### src/rtl/gate_tt_if.sv
// Handshake and result bundle between a test host and the gate truth-table sequencer.
// The host drives start/abort and the gate output. The sequencer drives stimulus and status.
interface gate_tt_if #(
    parameter int N_IN = 2
);
    logic            start;
    logic            abort;
    logic            dut_out;
    logic [N_IN-1:0] vec;
    logic            busy;
    logic            done;
    logic            pass;
    logic [N_IN:0]   err_cnt;
    logic [N_IN-1:0] fail_vec;
    logic            fail_valid;

    modport master (
        output start, abort, dut_out,
        input  vec, busy, done, pass, err_cnt, fail_vec, fail_valid
    );

    modport slave (
        input  start, abort, dut_out,
        output vec, busy, done, pass, err_cnt, fail_vec, fail_valid
    );
endinterface

### src/rtl/gate_tt_sequencer.sv
// Clocked exhaustive stimulus walker for small combinational gates.
// Holds each vector for SETTLE+1 cycles, then checks the output against EXPECT.
module gate_tt_sequencer #(
    parameter int                 N_IN   = 2,
    parameter int                 SETTLE = 2,
    parameter logic [2**N_IN-1:0] EXPECT = 4'b1000
) (
    input logic      clk,
    input logic      rst_n,
    gate_tt_if.slave bus
);
    localparam logic [N_IN-1:0] LAST_VEC = N_IN'(2**N_IN - 1);
    localparam logic [3:0]      CNT_LAST = 4'(SETTLE - 1);
    localparam logic [N_IN:0]   ERR_ONE  = (N_IN+1)'(1);
    localparam logic [N_IN-1:0] IDX_ONE  = N_IN'(1);

    typedef enum logic [1:0] {IDLE, DRIVE, SAMPLE, DONE} state_t;

    state_t          state_q, state_nxt;
    logic [N_IN-1:0] idx_q, idx_nxt;
    logic [3:0]      cnt_q, cnt_nxt;
    logic [N_IN:0]   err_q, err_nxt;
    logic [N_IN-1:0] fvec_q, fvec_nxt;
    logic            fval_q, fval_nxt;
    logic            busy_q, done_q, pass_q;

    always_ff @(posedge clk or negedge rst_n) begin
        if (!rst_n) begin
            state_q <= IDLE;
            idx_q   <= '0;
            cnt_q   <= '0;
            err_q   <= '0;
            fvec_q  <= '0;
            fval_q  <= 1'b0;
            busy_q  <= 1'b0;
            done_q  <= 1'b0;
            pass_q  <= 1'b0;
        end else begin
            state_q <= state_nxt;
            idx_q   <= idx_nxt;
            cnt_q   <= cnt_nxt;
            err_q   <= err_nxt;
            fvec_q  <= fvec_nxt;
            fval_q  <= fval_nxt;
            busy_q  <= (state_nxt == DRIVE) || (state_nxt == SAMPLE);
            done_q  <= (state_nxt == DONE);
            pass_q  <= (state_nxt == DONE) && (err_nxt == '0);
        end
    end

    // abort wins over everything; start is only honoured from IDLE or DONE
    always_comb begin
        state_nxt = state_q;
        idx_nxt   = idx_q;
        cnt_nxt   = cnt_q;
        err_nxt   = err_q;
        fvec_nxt  = fvec_q;
        fval_nxt  = fval_q;
        if (bus.abort) begin
            state_nxt = IDLE;
            idx_nxt   = '0;
            cnt_nxt   = '0;
            err_nxt   = '0;
            fvec_nxt  = '0;
            fval_nxt  = 1'b0;
        end else begin
            case (state_q)
                IDLE, DONE: begin
                    if (bus.start) begin
                        state_nxt = DRIVE;
                        idx_nxt   = '0;
                        cnt_nxt   = '0;
                        err_nxt   = '0;
                        fvec_nxt  = '0;
                        fval_nxt  = 1'b0;
                    end
                end
                DRIVE: begin
                    cnt_nxt = cnt_q + 4'd1;
                    if (cnt_q == CNT_LAST) state_nxt = SAMPLE;
                end
                SAMPLE: begin
                    if (bus.dut_out != EXPECT[idx_q]) begin
                        err_nxt = err_q + ERR_ONE;
                        if (!fval_q) begin
                            fvec_nxt = idx_q;
                            fval_nxt = 1'b1;
                        end
                    end
                    if (idx_q == LAST_VEC) begin
                        state_nxt = DONE;
                    end else begin
                        state_nxt = DRIVE;
                        idx_nxt   = idx_q + IDX_ONE;
                        cnt_nxt   = '0;
                    end
                end
                default: state_nxt = IDLE;
            endcase
        end
    end

    assign bus.vec        = idx_q;
    assign bus.busy       = busy_q;
    assign bus.done       = done_q;
    assign bus.pass       = pass_q;
    assign bus.err_cnt    = err_q;
    assign bus.fail_vec   = fvec_q;
    assign bus.fail_valid = fval_q;
endmodule

### src/flat_wrapper.sv
// flat-port wrapper written by rule: the top's interface ports become plain ports
module gate_tt_sequencer_flat 
#(
    parameter int                 N_IN   = 2,
    parameter int                 SETTLE = 2,
    parameter logic [2**N_IN-1:0] EXPECT = 4'b1000
)
  (clk, rst_n, bus_start, bus_abort, bus_dut_out, bus_vec, bus_busy, bus_done, bus_pass, bus_err_cnt, bus_fail_vec, bus_fail_valid);
  gate_tt_if #(.N_IN(N_IN)) bus_i ();
  input logic clk;
  input logic rst_n;
  input wire logic [$bits(bus_i.start)-1:0] bus_start;
  input wire logic [$bits(bus_i.abort)-1:0] bus_abort;
  input wire logic [$bits(bus_i.dut_out)-1:0] bus_dut_out;
  output wire logic [$bits(bus_i.vec)-1:0] bus_vec;
  output wire logic [$bits(bus_i.busy)-1:0] bus_busy;
  output wire logic [$bits(bus_i.done)-1:0] bus_done;
  output wire logic [$bits(bus_i.pass)-1:0] bus_pass;
  output wire logic [$bits(bus_i.err_cnt)-1:0] bus_err_cnt;
  output wire logic [$bits(bus_i.fail_vec)-1:0] bus_fail_vec;
  output wire logic [$bits(bus_i.fail_valid)-1:0] bus_fail_valid;
  assign bus_i.start = bus_start;
  assign bus_i.abort = bus_abort;
  assign bus_i.dut_out = bus_dut_out;
  assign bus_vec = bus_i.vec;
  assign bus_busy = bus_i.busy;
  assign bus_done = bus_i.done;
  assign bus_pass = bus_i.pass;
  assign bus_err_cnt = bus_i.err_cnt;
  assign bus_fail_vec = bus_i.fail_vec;
  assign bus_fail_valid = bus_i.fail_valid;
  gate_tt_sequencer #(.N_IN(N_IN), .SETTLE(SETTLE), .EXPECT(EXPECT)) u_core (.clk(clk), .rst_n(rst_n), .bus(bus_i));
endmodule
### config.mk
export PLATFORM = sky130hd
export DESIGN_NAME = gate_tt_sequencer_flat
export DESIGN_NICKNAME = d
export VERILOG_FILES = /design/src/rtl/gate_tt_if.sv /design/src/rtl/gate_tt_sequencer.sv /design/src/flat_wrapper.sv
export SDC_FILE = /design/constraint.sdc
export NUM_CORES = 1
export LEC_CHECK = 0
export ABC_CLOCK_PERIOD_IN_PS = 3000
export CAP_MARGIN = 10
export CORE_ASPECT_RATIO = 1.1
export CORE_MARGIN = 2
export CORE_UTILIZATION = 55
export CTS_CLUSTER_SIZE = 20
export DETAILED_ROUTE_END_ITERATION = 10
export DONT_BUFFER_PORTS = 1
export PLACE_DENSITY = 0.7
export SYNTH_ARGS = -nofsm -noshare
export SYNTH_HDL_FRONTEND = slang
export SYNTH_SLANG_ARGS = --single-unit
### constraint.sdc
create_clock -name clk -period 3 [get_ports clk]
set_input_delay 0.45 -clock clk [delete_from_list [all_inputs] [get_ports clk]]
set_output_delay 0.45 -clock clk [all_outputs]
set_load 0.1 [all_outputs]
# After elaboration in Yosys (flattened, before gate mapping)
# Cells that the tools add are included.
word_totals:
  mem_bits_ro: 0
  input_bits: 5
  word_cells: 63
  ff_bits: 17
  ram_bits: 0
  latchBits: 0
  mem_count: 0
classes:
  magnitude_cmp: 1
  bitwise_logic: 0
  eq_ne: 13
  n_shift: 0
  n_div: 0
  mux: 27
  n_mul: 0
  reduce_logical: 10
  add_sub_neg: 3
op_table:
  columns: ["operator", "n"]
  rows:
  - ["$mux 2", 10]
  - ["$mux 4", 3]
  - ["$pmux 4 s3", 1]
  - ["$eq 2x2->1 const B", 5]
  - ["$mux 3", 3]
  - ["$ne 3x3->1 const B", 3]
  - ["$pmux 2 s2", 2]
  - ["$pmux 2 s3", 1]
  - ["$pmux 3 s2", 1]
  - ["$reduce_and 3->1", 2]
  - ["$add 4x1->4 const B", 1]
  - ["$eq 2x1->1 const B", 2]
  - ["$eq 4x1->1 const B", 1]
  - ["$mux 1", 4]
  - ["$reduce_and 4->1", 1]
  - ["$add 3x1->3 const B", 1]
  - ["$logic_not 3->1", 1]
  - ["$lt 2x3->1 const B", 1]
  - ["$ne 3x2->1 const B", 1]
  - ["$reduce_bool 3->1", 1]
  - ["$add 2x1->2 const B", 1]
  - ["$bmux 1 s2", 1]
  - ["$logic_not 2->1", 1]
  - ["$pmux 1 s2", 1]
  - ["other kinds (5)", 5]

# Logic depth before layout (Yosys ltp)
# Gate-level depths: netlist (run 1).
logic_depth:
  word_depth: 8
  depth_mapped: 9
  depth_no_buf: 8

# Worst setup path before layout (run 1)
# No wires, ideal clock.
synth_path:
  path_type: "register to register"
  from: "register u_core.idx_q[0] (netlist: u_core.bus.vec[0])"
  to: "register u_core.pass_q (netlist: u_core.bus.pass)"
  n_path_buf: 0
  arrival_ns: 2.243
  setup_slack_ns: 0.661
  path_stages_with_launch: 6
  period_less_slack_ns: 2.339
  path_cell_list: "dfrtp_1 ha_1 xnor2_2 a2111oi_2 o32ai_1 nor4_2"
synth_via:
  elab_chain_len: 8
synth_rtl:
  columns: ["element", "line", "text"]
  rows:
  - ["start, declared", "gate_tt_sequencer.sv:20", "logic [N_IN-1:0] idx_q, idx_nxt;"]
  - ["start signal, assigned", "gate_tt_sequencer.sv:40", "idx_q <= idx_nxt;"]
  - ["$bmux 1 s2", "gate_tt_sequencer.sv:83", "if (bus.dut_out != EXPECT[idx_q]) begin"]
  - ["$mux 1 (implied by the code)", "gate_tt_sequencer.sv:83", null]
  - ["$ne 1x1->1", "gate_tt_sequencer.sv:83", null]
  - ["$mux 3", "gate_tt_sequencer.sv:83", null]
  - ["$pmux 3 s2", "gate_tt_sequencer.sv:67", "case (state_q)"]
  - ["$mux 3", "gate_tt_sequencer.sv:59", "if (bus.abort) begin"]
  - ["named net u_core.err_nxt[2]", "gate_tt_sequencer.sv:22", "logic [N_IN:0] err_q, err_nxt;"]
  - ["$logic_not 3->1", "gate_tt_sequencer.sv:47", "pass_q <= (state_nxt == DONE) && (err_nxt == '0);"]
  - ["$logic_and 1x1->1", "gate_tt_sequencer.sv:47", null]
  - ["end signal, assigned", "gate_tt_sequencer.sv:47", null]
  - ["end, declared", "gate_tt_sequencer.sv:25", "logic busy_q, done_q, pass_q;"]
# The timed path passes the listed nets, and every way through them passes these cells. The select of a mux whose other input is x is not followed.
# A chain may end at the register's enable or synchronous reset.

# Worst setup path after layout (run 1)
layout_path:
  from: "register u_core.state_q[0]"
  to: "register u_core.pass_q (netlist: u_core.bus.pass)"
layout_via:
  elab_chain_len: 6
layout_rtl:
  columns: ["element", "line", "text"]
  rows:
  - ["start, declared", "gate_tt_sequencer.sv:19", "state_t state_q, state_nxt;"]
  - ["start signal, assigned", "gate_tt_sequencer.sv:39", "state_q <= state_nxt;"]
  - ["$eq 2x2->1 or $logic_not 2->1 (tied branches)", "gate_tt_sequencer.sv:67", null]
  - ["$reduce_or 2->1", "gate_tt_sequencer.sv:67", null]
  - ["$pmux 2 s3 *", "gate_tt_sequencer.sv:67", null]
  - ["$mux 2 *", "gate_tt_sequencer.sv:59", null]
  - ["named net u_core.state_nxt[1]", "gate_tt_sequencer.sv:19", null]
  - ["$eq 2x2->1 *", "gate_tt_sequencer.sv:47", null]
  - ["$logic_and 1x1->1 *", "gate_tt_sequencer.sv:47", null]
# Mark *: on every way through the listed nets, which the timed path passes. The rest lies on a longest branch.

==> run metrics, run 1 <==
Worst R2R Start u_core.state_q[0]; Mean Syn Cell Area a little under 10 um^2; CP Capture Type register; skew final between 2 and 2.5 ps; Hold Path Class in -> reg; CTS Buf Count 3; DR WL/cell around 15 um; Via density between 6 and 7; DP HPWL roughly 1.5 mm; Area contributors post-synth dfrtp_1 44%, ha_1 9.0%, a21oi_1 3.6%; share of post-route cells with drive strength above 1 0.1589; CP Launch Type register; RSZ-0062 raised after global routing false; All-Layer GR Usage 0.2126; Post-synth top flop dfrtp_1; core region area about 0.0016 mm^2; Worst Hold Path EP u_core.cnt_q[1]; Yosys top cell area share 0.4393; post-route setup slack between 800 and 900 ps; worst vdd ir 0.2869 mV; cells along the critical path inv_1 -> ha_1 -> nor2b_1 -> nand2_1 -> a21boi_0 -> ha_1 -> o31ai_1 -> nor4_2; WL met2 around 910 um; Worst-path clk slew approximately 100 ps; Met1 Wirelength about 830 um; Final Max Slew Viols 0; number of flops mapped to enable cells by yosys 0; Hold Vio Cnt, Final 0; WHS Path Cells 1; area occupied by registers approximately 430 um^2; Req. time, crit path roughly 3200 ps; Yosys warnings 0; final core utilization 0.6574; grt ovf 0; Core Rows 15; synthesized instance count 99; DR WL met3 97 um; Synth area leader dfrtp_1; hold slack 215.9 ps; Max clock buf depth 2; Die Footprint 0.002113 mm^2; drt first-iter violations 19; fill count ~140; die width 44.01 um; initial antenna violation count 0; pwr dens 460.4 mW/mm^2; Max-slew headroom 0.3985; pre-CTS setup slack a little under 900 ps; largest net degree at the start of global routing 18; Leak Pwr approximately 0.5 nW; via count about 760; critical path type reg -> reg; max-cap violations 0; 1st-pass router iterations 4; CP Max Fanout 11; reg-to-reg critical path endpoint u_core.bus.pass; f_max ~470 MHz; CP peak stage delay between 400 and 500 ps; CP Buf/Inv Count 1; fin nets 120; flops & latches, synth 17; DRC viols 0; Synth cell types 33; H-tree depth 1; worst-margin pin slew approximately 900 ps; Final Non-Filler Cells roughly 120; # port buffers 0; number of top-level pins 16; Placed Instances 119; Tmin final ~2100 ps; routability cong. slightly below 0.8; Post-CTS Setup Inserts 0; footprint of the multi-input gates 505.5 um^2; Root Driver clkbuf_4; Routed Antenna Nets 0; Crit-path slowest cell dfrtp_1; area delta synth->final 9.561%; Worst path top cell family by delay simple AND/OR/NAND/NOR gates; final setup fails 0; final period utilization 0.7078; critical path arrival around 2300 ps; setup_tns 0 ps; post-synthesis sequential area ratio 0.4393; Synth Cell Area around 970 um^2; hold_sp bus_abort; antenna cells 0; Worst-Skew Late Latency 280 ps; CTS sink cnt 17; async set or reset register ratio after synthesis 1.000; uppermost layer routed met4; TritonCTS clock tree done; Total Routed Length approximately 1.9 mm; vias in the first global route 743; DIE HEIGHT slightly below 50 um; R2R cell count 8; Initial Utilization 0.6000; first-pass GRT wire length between 3 and 4 mm; cell seen most often among critical-path stages ha_1; syn nets between 100 and 150; outcome completed; Reg2Reg Setup Slack approximately 900 ps
==> registers in the layout (all words and copies together), names as in the netlist, 2 cells and up <==
register	count
u_core.bus.fail_vec	2
u_core.bus.vec	2
u_core.cnt_q	4
u_core.bus.err_cnt	3
u_core.state_q	2
==> timing repair <==
| action | CTS | global route |
|---|---|---|
| hold buffers | 1 | 0 |
| endpoints found under the hold margin | 17 | 0 |
| gates resized for setup | 0 | 0 |
==> report_power, final <==
part	internal [mW]	leakage (nW)	switching, mW
sequential	0.238	0.234	0.0298
combinational	0.0360	0.239	0.0678
clock	0.0494	0.0177	0.0675
total	0.323	0.490	0.165
==> through the flow <==
stage | power [mW] | area (um^2)
4_1_cts | 0.4929 | 1061
5_1_grt | 0.5223 | 1061
3_3_place_gp | 0.3692 | 1023
2_1_floorplan | 0.3519 | 968.4
6_report | 0.4885 | 1061
3_5_place_dp | 0.3711 | 1023
==> cell families (layout without fill, tap and decap cells) <==
family	after synthesis	after routing	share of synthesized area
flip-flops	17	17	0.4393
buffers and inverters	10	18	0.03876
XOR/XNOR	2	2	0.02585
adder cells (fa/ha/maj)	7	7	0.09044
multiplexers	1	1	0.01034
AND/OR/NAND/NOR	37	37	0.2067
AO/OA/AOI/OAI	25	25	0.1886
==> worst max-delay path by stage <==
| stage | from | endpoint | slack, ps | cells after the start |
|---|---|---|---|---|
| final | u_core.state_q[0] | u_core.bus.pass | 880 | 8 |
| after global routing | u_core.state_q[0] | u_core.bus.pass | 670 | 8 |
| after CTS | u_core.state_q[0] | u_core.bus.pass | 870 | 8 |
| after detailed placement | u_core.state_q[0] | u_core.bus.pass | 890 | 8 |
| after global placement | u_core.state_q[0] | u_core.bus.pass | 1010 | 8 |
| after floorplan | u_core.bus.vec[0] | u_core.bus.pass | 660 | 5 |
==> placed cells by master, fill, tap and decap left out, types with 2 or more instances in the layout <==
master      n
dfrtp_1    17
nand2_1     7
inv_1       7
nor2_1      7
a21oi_1     7
ha_1        7
buf_4       6
nor2b_1     5
o21ai_0     5
nand3_1     5
or3_1       3
clkbuf_4    3
nand4_1     2
nand2b_1    2
or2_2       2
a2111oi_2   2
a32o_1      2
==> routing by layer <==
metal | track usage | vias up
met3 | 0.03396 | 2
met2 | 0.3529 | 18
met5 | 0 | -
met4 | 0.09091 | 0
li1 | - | 373
met1 | 0.2787 | 364
==> layout make-up <==
cell class / count / area share
clock buffer: 3 / 0.02123
clock inverter: 1 / 0.004717
inverter: 7 / 0.02476
multi-input combinational: 72 / 0.4764
sequential: 17 / 0.4009
tap: 17 / 0.02005
timing repair buffer: 7 / 0.05189
==> synthesized netlist by cell type, drive strengths merged (3+ instances only) <==
master / number
nand3: 5
dfrtp: 17
nand2: 7
inv: 7
o21ai: 5
or3: 3
nor2b: 5
a21oi: 7
ha: 7
nor2: 7
No activity file was read; power rests on OpenSTA's default activity.
==> run 2, diff against run 1 <==
Settings changed: ABC_CLOCK_PERIOD_IN_PS 3000 to 1800, CORE_UTILIZATION 55 to 54, PLACE_DENSITY 0.7 to 0.72.
Clock period 3 ns to 1.8 ns, I/O delays scaled along.
==> run 2 against run 1 <==
Compared with the run above: final cell count is 7.3% higher; core utilization is 3.2 points higher; register-to-register slack worse by 790 ps; clock skew is 0.65 ps lower; largest cell class unchanged; largest power group unchanged.
==> run metrics, run 2 (synthesized netlist as in run 1, its figures left out) <==
outcome completed (unchanged); Final Non-Filler Cells 133 (was 124); skew final 1.595 ps (was 2.243 ps); Core Rows 16 (was 15); Root Driver clkbuf_4 (unchanged); WHS Path Cells 1 (unchanged); Hold Vio Cnt, Final 0 (unchanged); Reg2Reg Setup Slack 90 ps (was 880 ps); CTS sink cnt 17 (unchanged); f_max 583.2 MHz (was 470.9 MHz); final setup fails 0 (unchanged); Worst Hold Path EP u_core.cnt_q[1] (unchanged); WP depth 7 (was 8); total power draw 866.0 uW (was 488.5 uW); antenna cells 0 (unchanged); All-Layer GR Usage 0.2086 (was 0.2126); share of post-route cells with drive strength above 1 0.3478 (was 0.1589); Max-slew headroom 0.3975 (was 0.3985); worst vdd ir 0.5363 mV (was 0.2869 mV); most frequent cells in the layout 14 x buf_4, 12 x dfrtp_1, 7 x nand2_1, 7 x nor2_1, 6 x inv_1; CP peak stage delay 380 ps (was 420 ps); Hold Path Class in -> reg (unchanged); largest net degree at the start of global routing 18 (unchanged); vias in the first global route 778 (was 743); final period utilization 0.9526 (was 0.7078); core region area 0.001742 mm^2 (was 0.001614 mm^2); R2R cell count 7 (was 8); critical path type reg -> reg (unchanged); Total Routed Length 2.015 mm (was 1.854 mm); DR WL/cell 15.15 um (was 14.95 um); CP Max Fanout 6 (was 11); Routed Antenna Nets 0 (unchanged); area delta synth->final 23.90% (was 9.561%); first-pass GRT wire length 3.415 mm (was 3.256 mm); max reg flops 4 (unchanged); routability cong. 0.7356 (was 0.7859); die width 44.38 um (was 44.01 um); H-tree depth 1 (unchanged); Final Instance Area 0.001200 mm^2 (was 0.001061 mm^2); reg-to-reg critical path endpoint u_core.bus.fail_vec[0] (was u_core.bus.pass); number of top-level pins 16 (unchanged); max-cap violations 0 (unchanged); Die Footprint 0.002148 mm^2 (was 0.002113 mm^2); fin nets 128 (was 120); CP Launch Type register (unchanged); CP Buf/Inv Count 2 (was 1); cells along the critical path inv_1 -> ha_4 -> or2_2 -> a21oi_2 -> buf_4 -> nor2_1 -> a32o_1 (was inv_1 -> ha_1 -> nor2b_1 -> nand2_1 -> a21boi_0 -> ha_1 -> o31ai_1 -> nor4_2); critical path arrival 1880 ps (was 2320 ps); DRC viols 0 (unchanged); CP Capture Type register (unchanged); Worst path top cell family by delay compound AO/OA/AOI/OAI gates (was simple AND/OR/NAND/NOR gates); initial antenna violation count 0 (unchanged); Req. time, crit path 1970 ps (was 3190 ps); # port buffers 0 (unchanged); DP HPWL 1.534 mm (was 1.474 mm); Worst-path clk slew 90 ps (was 100 ps); Crit-path slowest cell dfrtp_1 (unchanged); DIE HEIGHT 48.42 um (was 48.01 um); Worst R2R Start u_core.state_q[0] (unchanged); via count 799 (was 757); Max clock buf depth 2 (unchanged); worst-margin pin slew 903.7 ps (was 902.3 ps); hold_sp bus_abort (unchanged); TritonCTS clock tree done (unchanged); 1st-pass router iterations 4 (unchanged); pwr dens 721.7 mW/mm^2 (was 460.4 mW/mm^2); Initial Utilization 0.5560 (was 0.6000); Post-CTS Setup Inserts 0 (unchanged); grt ovf 0 (unchanged); Tmin final 1715 ps (was 2123 ps); Worst-Skew Late Latency 270 ps (was 280 ps); Leak Pwr 0.5189 nW (was 0.4904 nW); Via density 6.008 (was 6.105); drt first-iter violations 12 (was 19); Final Max Slew Viols 0 (unchanged); Placed Instances 128 (was 119); commonest non-fill, non-tap cell in the layout buf_4 (was dfrtp_1); dpl cell area 0.001130 mm^2 (was 0.001023 mm^2); Most flops, register u_core.cnt_q (unchanged); CTS Buf Count 3 (unchanged)
run 2: cell count changes in the layout (fill, tap and decap cells not counted), sizes merged:
cell / before / now
clkbuf: 3 / 4
clkinv: 1 / 0
buf: 6 / 14
run 2: routing by layer:
layer  share of wire  vias to the layer above  GRT usage
li1                -                      394          -
met1            0.45                      389     0.2934
met2            0.51                       14     0.3431
met3           0.028                        2    0.02239
met4          0.0065                        0    0.04545
met5               0                        -          0
run 2: stage by stage:
stage	hold WS, ps	setup slack (ps)	utilization	setup TNS [ps]
global route	31.16	-4.463	0.6889	-4.463
finish	45.48	85.30	0.6889	0
CTS	38.58	20.75	0.6695	0
floorplan	-25.59	14.59	-	0
global placement	-25.19	71.03	0.6487	0
detailed placement	-25.18	15.07	0.6487	0
run 2: how the worst max path moves through the flow:
stage	from	end
6_report	u_core.state_q[0]	u_core.bus.fail_vec[0]
5_1_grt	u_core.state_q[0]	u_core.bus.fail_vec[1]
4_1_cts	u_core.state_q[0]	u_core.bus.fail_vec[1]
3_5_place_dp	u_core.state_q[1]	u_core.bus.pass
3_3_place_gp	u_core.state_q[0]	u_core.bus.fail_vec[1]
2_1_floorplan	u_core.bus.vec[0]	u_core.bus.pass
run 2: what timing repair did:
item | in CTS | in global routing
cloned | 0 | 0
endpoints found under the setup margin | 1 | 8
hold buffers | 1 | 0
gates resized for setup | 1 | 10
hold endpoints to repair | 17 | 0
run 2: cell type report:
type | count | area (um^2)
Multi-Input combinational cell | 72 | 573.1
Tap cell | 18 | 22.52
Timing Repair Buffer | 15 | 115.1
Sequential cell | 17 | 436.7
Inverter | 7 | 26.28
Fill cell | 139 | 541.8
Clock buffer | 4 | 26.28
run 2: worst register-to-register path: stages, from the launching register on:
cell     delay [ps]
dfrtp_1         380
inv_1           100
ha_4            220
or2_2           320
a21oi_2         150
buf_4           150
nor2_1           50
a32o_1          240
run 2: power by group:
part	internal (mW)	switching, mW	total (mW)	leakage (nW)
registers	0.397	0.00962	0.407	0.225
logic	0.0930	0.172	0.265	0.279
clock network	0.0858	0.108	0.194	0.0150
total	0.576	0.290	0.866	0.519
